### src/rtl/kgp_wide_add_seq_if.sv
// Operand, adder-slice and result signals of the wide KGP add sequencer.
// out_ovf exists only when KGP_OVF_CHECK_EN is defined.
interface kgp_wide_add_seq_if #(
    parameter int unsigned WORDS = 2
);
    logic                  in_valid;
    logic                  in_ready;
    logic [16*WORDS-1:0]   in_a;
    logic [16*WORDS-1:0]   in_b;
    logic                  in_cin;

    logic [15:0]           add_a;
    logic [15:0]           add_b;
    logic                  add_cin;
    logic [16:0]           add_y;

    logic                  out_valid;
    logic                  out_ready;
    logic [16*WORDS-1:0]   out_sum;
    logic                  out_cout;
`ifdef KGP_OVF_CHECK_EN
    logic                  out_ovf;

    modport master (
        output in_valid, in_a, in_b, in_cin, add_y, out_ready,
        input  in_ready, add_a, add_b, add_cin, out_valid, out_sum, out_cout, out_ovf
    );

    modport slave (
        input  in_valid, in_a, in_b, in_cin, add_y, out_ready,
        output in_ready, add_a, add_b, add_cin, out_valid, out_sum, out_cout, out_ovf
    );
`else
    modport master (
        output in_valid, in_a, in_b, in_cin, add_y, out_ready,
        input  in_ready, add_a, add_b, add_cin, out_valid, out_sum, out_cout
    );

    modport slave (
        input  in_valid, in_a, in_b, in_cin, add_y, out_ready,
        output in_ready, add_a, add_b, add_cin, out_valid, out_sum, out_cout
    );
`endif
endinterface

### src/rtl/kgp_wide_add_seq.sv
// Widens a 16-bit combinational KGP adder to 16*WORDS bits by walking one slice per cycle.
// Optional overflow flag on out_ovf when KGP_OVF_CHECK_EN is defined.
module kgp_wide_add_seq #(
    parameter int unsigned WORDS = 2
) (
    input logic              clk,
    input logic              rst_n,
    kgp_wide_add_seq_if.slave bus
);
    localparam int unsigned W  = 16 * WORDS;
    localparam int unsigned IW = (WORDS > 1) ? $clog2(WORDS) : 1;
    localparam logic [IW-1:0] LastIdx = IW'(WORDS - 1);

    typedef enum logic [1:0] {StIdle, StRun, StDone} state_e;

    state_e          state_q, state_d;
    logic [W-1:0]    a_q, b_q, sum_q;
    logic            carry_q;
    logic [IW-1:0]   idx_q;
    logic            accept;
    logic            last_slice;
`ifdef KGP_OVF_CHECK_EN
    logic            ovf_q;
`endif

    assign accept     = bus.in_valid && (state_q == StIdle);
    assign last_slice = (state_q == StRun) && (idx_q == LastIdx);

    // State register
    always_ff @(posedge clk or negedge rst_n) begin
        if (!rst_n) begin
            state_q <= StIdle;
        end else begin
            state_q <= state_d;
        end
    end

    // Next-state logic
    always_comb begin
        state_d = state_q;
        unique case (state_q)
            StIdle:  if (bus.in_valid)  state_d = StRun;
            StRun:   if (idx_q == LastIdx) state_d = StDone;
            StDone:  if (bus.out_ready) state_d = StIdle;
            default: state_d = StIdle;
        endcase
    end

    // Output decode; adder inputs are forced to zero outside RUN and results only leave in DONE
    always_comb begin
        bus.in_ready  = 1'b0;
        bus.out_valid = 1'b0;
        bus.add_a     = '0;
        bus.add_b     = '0;
        bus.add_cin   = 1'b0;
        bus.out_sum   = '0;
        bus.out_cout  = 1'b0;
`ifdef KGP_OVF_CHECK_EN
        bus.out_ovf   = 1'b0;
`endif
        unique case (state_q)
            StIdle: bus.in_ready = 1'b1;
            StRun: begin
                bus.add_a   = a_q[16*idx_q +: 16];
                bus.add_b   = b_q[16*idx_q +: 16];
                bus.add_cin = carry_q;
            end
            StDone: begin
                bus.out_valid = 1'b1;
                bus.out_sum   = sum_q;
                bus.out_cout  = carry_q;
`ifdef KGP_OVF_CHECK_EN
                bus.out_ovf   = ovf_q;
`endif
            end
            default: ;
        endcase
    end

    // Operand capture and slice-by-slice accumulation, carry chained through carry_q
    always_ff @(posedge clk or negedge rst_n) begin
        if (!rst_n) begin
            a_q     <= '0;
            b_q     <= '0;
            sum_q   <= '0;
            carry_q <= 1'b0;
            idx_q   <= '0;
        end else if (accept) begin
            a_q     <= bus.in_a;
            b_q     <= bus.in_b;
            sum_q   <= '0;
            carry_q <= bus.in_cin;
            idx_q   <= '0;
        end else if (state_q == StRun) begin
            sum_q[16*idx_q +: 16] <= bus.add_y[15:0];
            carry_q               <= bus.add_y[16];
            if (idx_q != LastIdx) begin
                idx_q <= idx_q + 1'b1;
            end
        end
    end

`ifdef KGP_OVF_CHECK_EN
    // Signed overflow: like-signed operands whose top result bit differs from their sign
    always_ff @(posedge clk or negedge rst_n) begin
        if (!rst_n) begin
            ovf_q <= 1'b0;
        end else if (accept) begin
            ovf_q <= 1'b0;
        end else if (last_slice) begin
            ovf_q <= (a_q[W-1] == b_q[W-1]) && (bus.add_y[15] != a_q[W-1]);
        end
    end
`else
    logic unused_last_slice;
    assign unused_last_slice = last_slice;
`endif

endmodule

### src/flat_wrapper.sv
// flat-port wrapper written by rule: the top's interface ports become plain ports
module kgp_wide_add_seq_flat 
#(
    parameter int unsigned WORDS = 2
)
  (clk, rst_n, bus_in_valid, bus_in_a, bus_in_b, bus_in_cin, bus_add_y, bus_out_ready, bus_in_ready, bus_add_a, bus_add_b, bus_add_cin, bus_out_valid, bus_out_sum, bus_out_cout);
  kgp_wide_add_seq_if #(.WORDS(WORDS)) bus_i ();
  input logic clk;
  input logic rst_n;
  input wire logic [$bits(bus_i.in_valid)-1:0] bus_in_valid;
  input wire logic [$bits(bus_i.in_a)-1:0] bus_in_a;
  input wire logic [$bits(bus_i.in_b)-1:0] bus_in_b;
  input wire logic [$bits(bus_i.in_cin)-1:0] bus_in_cin;
  input wire logic [$bits(bus_i.add_y)-1:0] bus_add_y;
  input wire logic [$bits(bus_i.out_ready)-1:0] bus_out_ready;
  output wire logic [$bits(bus_i.in_ready)-1:0] bus_in_ready;
  output wire logic [$bits(bus_i.add_a)-1:0] bus_add_a;
  output wire logic [$bits(bus_i.add_b)-1:0] bus_add_b;
  output wire logic [$bits(bus_i.add_cin)-1:0] bus_add_cin;
  output wire logic [$bits(bus_i.out_valid)-1:0] bus_out_valid;
  output wire logic [$bits(bus_i.out_sum)-1:0] bus_out_sum;
  output wire logic [$bits(bus_i.out_cout)-1:0] bus_out_cout;
  assign bus_i.in_valid = bus_in_valid;
  assign bus_i.in_a = bus_in_a;
  assign bus_i.in_b = bus_in_b;
  assign bus_i.in_cin = bus_in_cin;
  assign bus_i.add_y = bus_add_y;
  assign bus_i.out_ready = bus_out_ready;
  assign bus_in_ready = bus_i.in_ready;
  assign bus_add_a = bus_i.add_a;
  assign bus_add_b = bus_i.add_b;
  assign bus_add_cin = bus_i.add_cin;
  assign bus_out_valid = bus_i.out_valid;
  assign bus_out_sum = bus_i.out_sum;
  assign bus_out_cout = bus_i.out_cout;
  kgp_wide_add_seq #(.WORDS(WORDS)) u_core (.clk(clk), .rst_n(rst_n), .bus(bus_i));
endmodule
### config.mk
export PLATFORM = sky130hd
export DESIGN_NAME = kgp_wide_add_seq_flat
export DESIGN_NICKNAME = d
export VERILOG_FILES = /design/src/rtl/kgp_wide_add_seq_if.sv /design/src/rtl/kgp_wide_add_seq.sv /design/src/flat_wrapper.sv
export SDC_FILE = /design/constraint.sdc
export NUM_CORES = 1
export LEC_CHECK = 0
export BUFFER_PORTS_ARGS = -buffer_cell sky130_fd_sc_hd__clkbuf_2
export CAP_MARGIN = 10
export CELL_PAD_IN_SITES_DETAIL_PLACEMENT = 0
export CELL_PAD_IN_SITES_GLOBAL_PLACEMENT = 2
export CORE_MARGIN = 5
export CORE_UTILIZATION = 33
export DETAILED_ROUTE_END_ITERATION = 16
export HOLD_SLACK_MARGIN = 0.03
export PLACE_DENSITY_LB_ADDON = 0.1
export SYNTH_ARGS = -nofsm -noshare
export SYNTH_HDL_FRONTEND = slang
export SYNTH_SLANG_ARGS = --single-unit
### constraint.sdc
create_clock -name clk -period 1.7 [get_ports clk]
set_clock_uncertainty 0.05 [all_clocks]
set_input_delay 0.255 -clock clk [delete_from_list [all_inputs] [get_ports clk]]
set_output_delay 0.255 -clock clk [all_outputs]
set_load 0.03 [all_outputs]
==> results.ini <==
[run_status]
outcome=complete, but fails checks
failed_checks=setup timing

[detailed_routing]
route.antenna.remaining_nets=0
detail_route.wirelength_mm=14.0
wire_per_inst_um=17.3
num_vias=3763
drc_errors=0
post_drt_via_cell_ratio=4.67
dr_pass1_iterations=4
first_iter_violations=156

[sta]
worst_pin_slew_ns=0.653
setup_repair_after_global_routing_missed_its_margin=true
timing.final.crit_share=1.05
fin_worst_hold_slack_ns=0.0875
setup-tns-final_ns=-2.05
fmax_mhz=558
slew_violations=0
relSlewSlack=0.564
final_hold_viol_count=0
finalSetupViolCount=62
finalWorstPathRequiredPeriod_ns=1.79
final_ws_setup_ns=-0.0923

[synthesis]
synth_seq_cells=100
synth.cell_area_mm2=0.00517
synth_top_cell_area_share=0.484
post_synth_main_area_contributors=sky130_fd_sc_hd__dfrtp_1 48%, sky130_fd_sc_hd__mux2_4 17%, sky130_fd_sc_hd__mux2i_1 6.2%
yosys_warnings=0
synth.top_cells.by_count=100 x sky130_fd_sc_hd__dfrtp_1, 60 x sky130_fd_sc_hd__mux2_4, 35 x sky130_fd_sc_hd__inv_1, 34 x sky130_fd_sc_hd__and2_1, 34 x sky130_fd_sc_hd__nor2_1
netlist.top_cell.by_area=sky130_fd_sc_hd__dfrtp_1
synth_edf_count=0
syn_avg_cell_area_um2=12.1
synth-async-reset-ratio=1.00
post_synth_num_cell_types=27
post_synth_inst_count=427
ys_dominant_reg_cell=sky130_fd_sc_hd__dfrtp_1
yosys.cell_count.top_type=sky130_fd_sc_hd__dfrtp_1
postSynthNetCount=513
yosysSeqAreaShare=0.484

[power_and_ir_drop]
post-layout-total-power_mw=14.7
p_leak_nw=3.54
power_per_cell_area_mw_per_mm2=1960
vdd.ir_drop.worst_mv=0.772

[final_layout]
final_util=0.488
postLayoutCellArea_mm2=0.00748
area.growth.synth_to_final_pct=44.6
final_nets=677
finalNonFillerCells=806
final_layout_size_suffix_gt1_frac=0.548
number_of_diodes_added_for_antenna_fixing=0

[clock_tree]
cts-root-buf=sky130_fd_sc_hd__clkbuf_16
cts_tree=built
clk_pin_slew_ns=0.07
total_clock_buffers_created_by_cts=9
clock-sinks=100
clock_latency_ns=0.34
htreeDepth=3
cts_buffer_depth=2

[job]
max_cap_violation_count=0

[worst_setup_path]
ff2ff_setup_slack_ns=0.03
cp-endpoint=bus_add_a[13]
r2r-start=u_core.state_q[1]
worstPathRequired_ns=1.39
path_class=reg -> out
worstPathMaxFanout=5
endpoint_kind=primary output
timing.reg2reg.worst_path_depth=6
regToRegEndpoint=u_core.a_q[8]
critical_path_start=u_core.state_q[1]
worst_ep_arrival_time_ns=1.49
startpoint_type=register

[min_path]
min-delay-start=bus_in_b[0]
worst_hold_path_class=in -> reg

[floorplan]
die_area_mm2=0.0183
placement_rows=45
core_region_area_mm2=0.0153
start_util=0.338
design.portCount=154
floorplan.die.width_um=135
die_height_um=135

[placed_design]
placement.setup.worst_slack_ns=0.0468
place.detailed.instances=773
io_buffer_count=153
place_area_mm2=0.00615
place_hpwl_mm=9.16
place.gp.congestion=0.720

[global_route]
global_route.overflow_total=0
grt_pass1_wl_mm=21.7
grt_max_degree=45
grt_usage=0.151
first_global_vias=4078
grt_antenna_before_repair=0

==> metal layers <==
layer	vias up	part of all wire	track usage
li1	1795	-	-
met1	1850	0.45	0.198
met2	104	0.47	0.242
met3	14	0.064	0.0420
met4	0	0.013	0.0487
met5	-	0	0
==> logic make-up (layout without fill, tap and decap cells) <==
group,after synthesis,in the layout,share of synthesized area
AOI/OAI and AO/OA,36,36,0.0610
muxes,96,96,0.245
buffers and inverters,71,239,0.0815
DFF,100,100,0.484
and+or+nand+nor,124,124,0.129
==> registers in the layout, indices dropped and copies added, names as in the netlist <==
name,flops
u_core.b_q,32
u_core.a_q,32
u_core.sum_q,32
u_core.idx_q,1
u_core.state_q,2
u_core.carry_q,1
==> worst max-delay path, cell delays in order (launching register included) <==
cell and delay [ns]:
sky130_fd_sc_hd__dfrtp_2 0.43, sky130_fd_sc_hd__nand2b_4 0.21, sky130_fd_sc_hd__clkbuf_16 0.19, sky130_fd_sc_hd__nor2_2 0.14
sky130_fd_sc_hd__clkbuf_8 0.17
==> final cells by class <==
type	instances	area, µm²
Multi-Input combinational cell	256	2470
Clock inverter	5	77.6
Clock buffer	10	229
Sequential cell	100	2510
Timing Repair Buffer	189	1800
Inverter	35	131
Tap cell	211	264
Fill cell	1462	7840
==> power by group <==
| part | internal [mW] | switching (mW) |
|---|---|---|
| clock network | 1.28 | 0.872 |
| registers | 3.50 | 0.784 |
| logic | 4.31 | 3.93 |
| total | 9.09 | 5.59 |
==> how the worst min path moves through the flow <==
stage               cells after the start               to  slack, ns
finish                                  2    u_core.b_q[0]       0.09
detailed placement                      1  u_core.sum_q[3]       0.21
floorplan                               0    u_core.a_q[0]      -0.09
CTS                                     2    u_core.b_q[0]       0.07
global route                            2   u_core.a_q[16]       0.08
global placement                        1  u_core.sum_q[3]       0.21
==> repair_timing <==
item,in CTS,in global routing
resized for setup,171,84
endpoints found under the setup margin,68,143
gates cloned,2,4
hold buffers,1,0
pin swaps,5,16
setup buffers,7,6
hold endpoints to repair,31,0
==> layout by cell type, fill, tap and decap left out, types with 12 or more instances in the layout <==
master	n
sky130_fd_sc_hd__and2_4	24
sky130_fd_sc_hd__buf_4	29
sky130_fd_sc_hd__buf_8	28
sky130_fd_sc_hd__clkbuf_16	12
sky130_fd_sc_hd__clkbuf_2	84
sky130_fd_sc_hd__clkbuf_8	20
sky130_fd_sc_hd__dfrtp_1	97
sky130_fd_sc_hd__inv_1	35
sky130_fd_sc_hd__mux2_4	63
sky130_fd_sc_hd__mux2i_1	23
sky130_fd_sc_hd__nand2_1	17
sky130_fd_sc_hd__nand3_1	16
sky130_fd_sc_hd__nand3b_1	16
sky130_fd_sc_hd__nor2_1	15
sky130_fd_sc_hd__nor2_2	14
sky130_fd_sc_hd__o221ai_1	32
No activity file was read; power rests on OpenSTA's default activity.
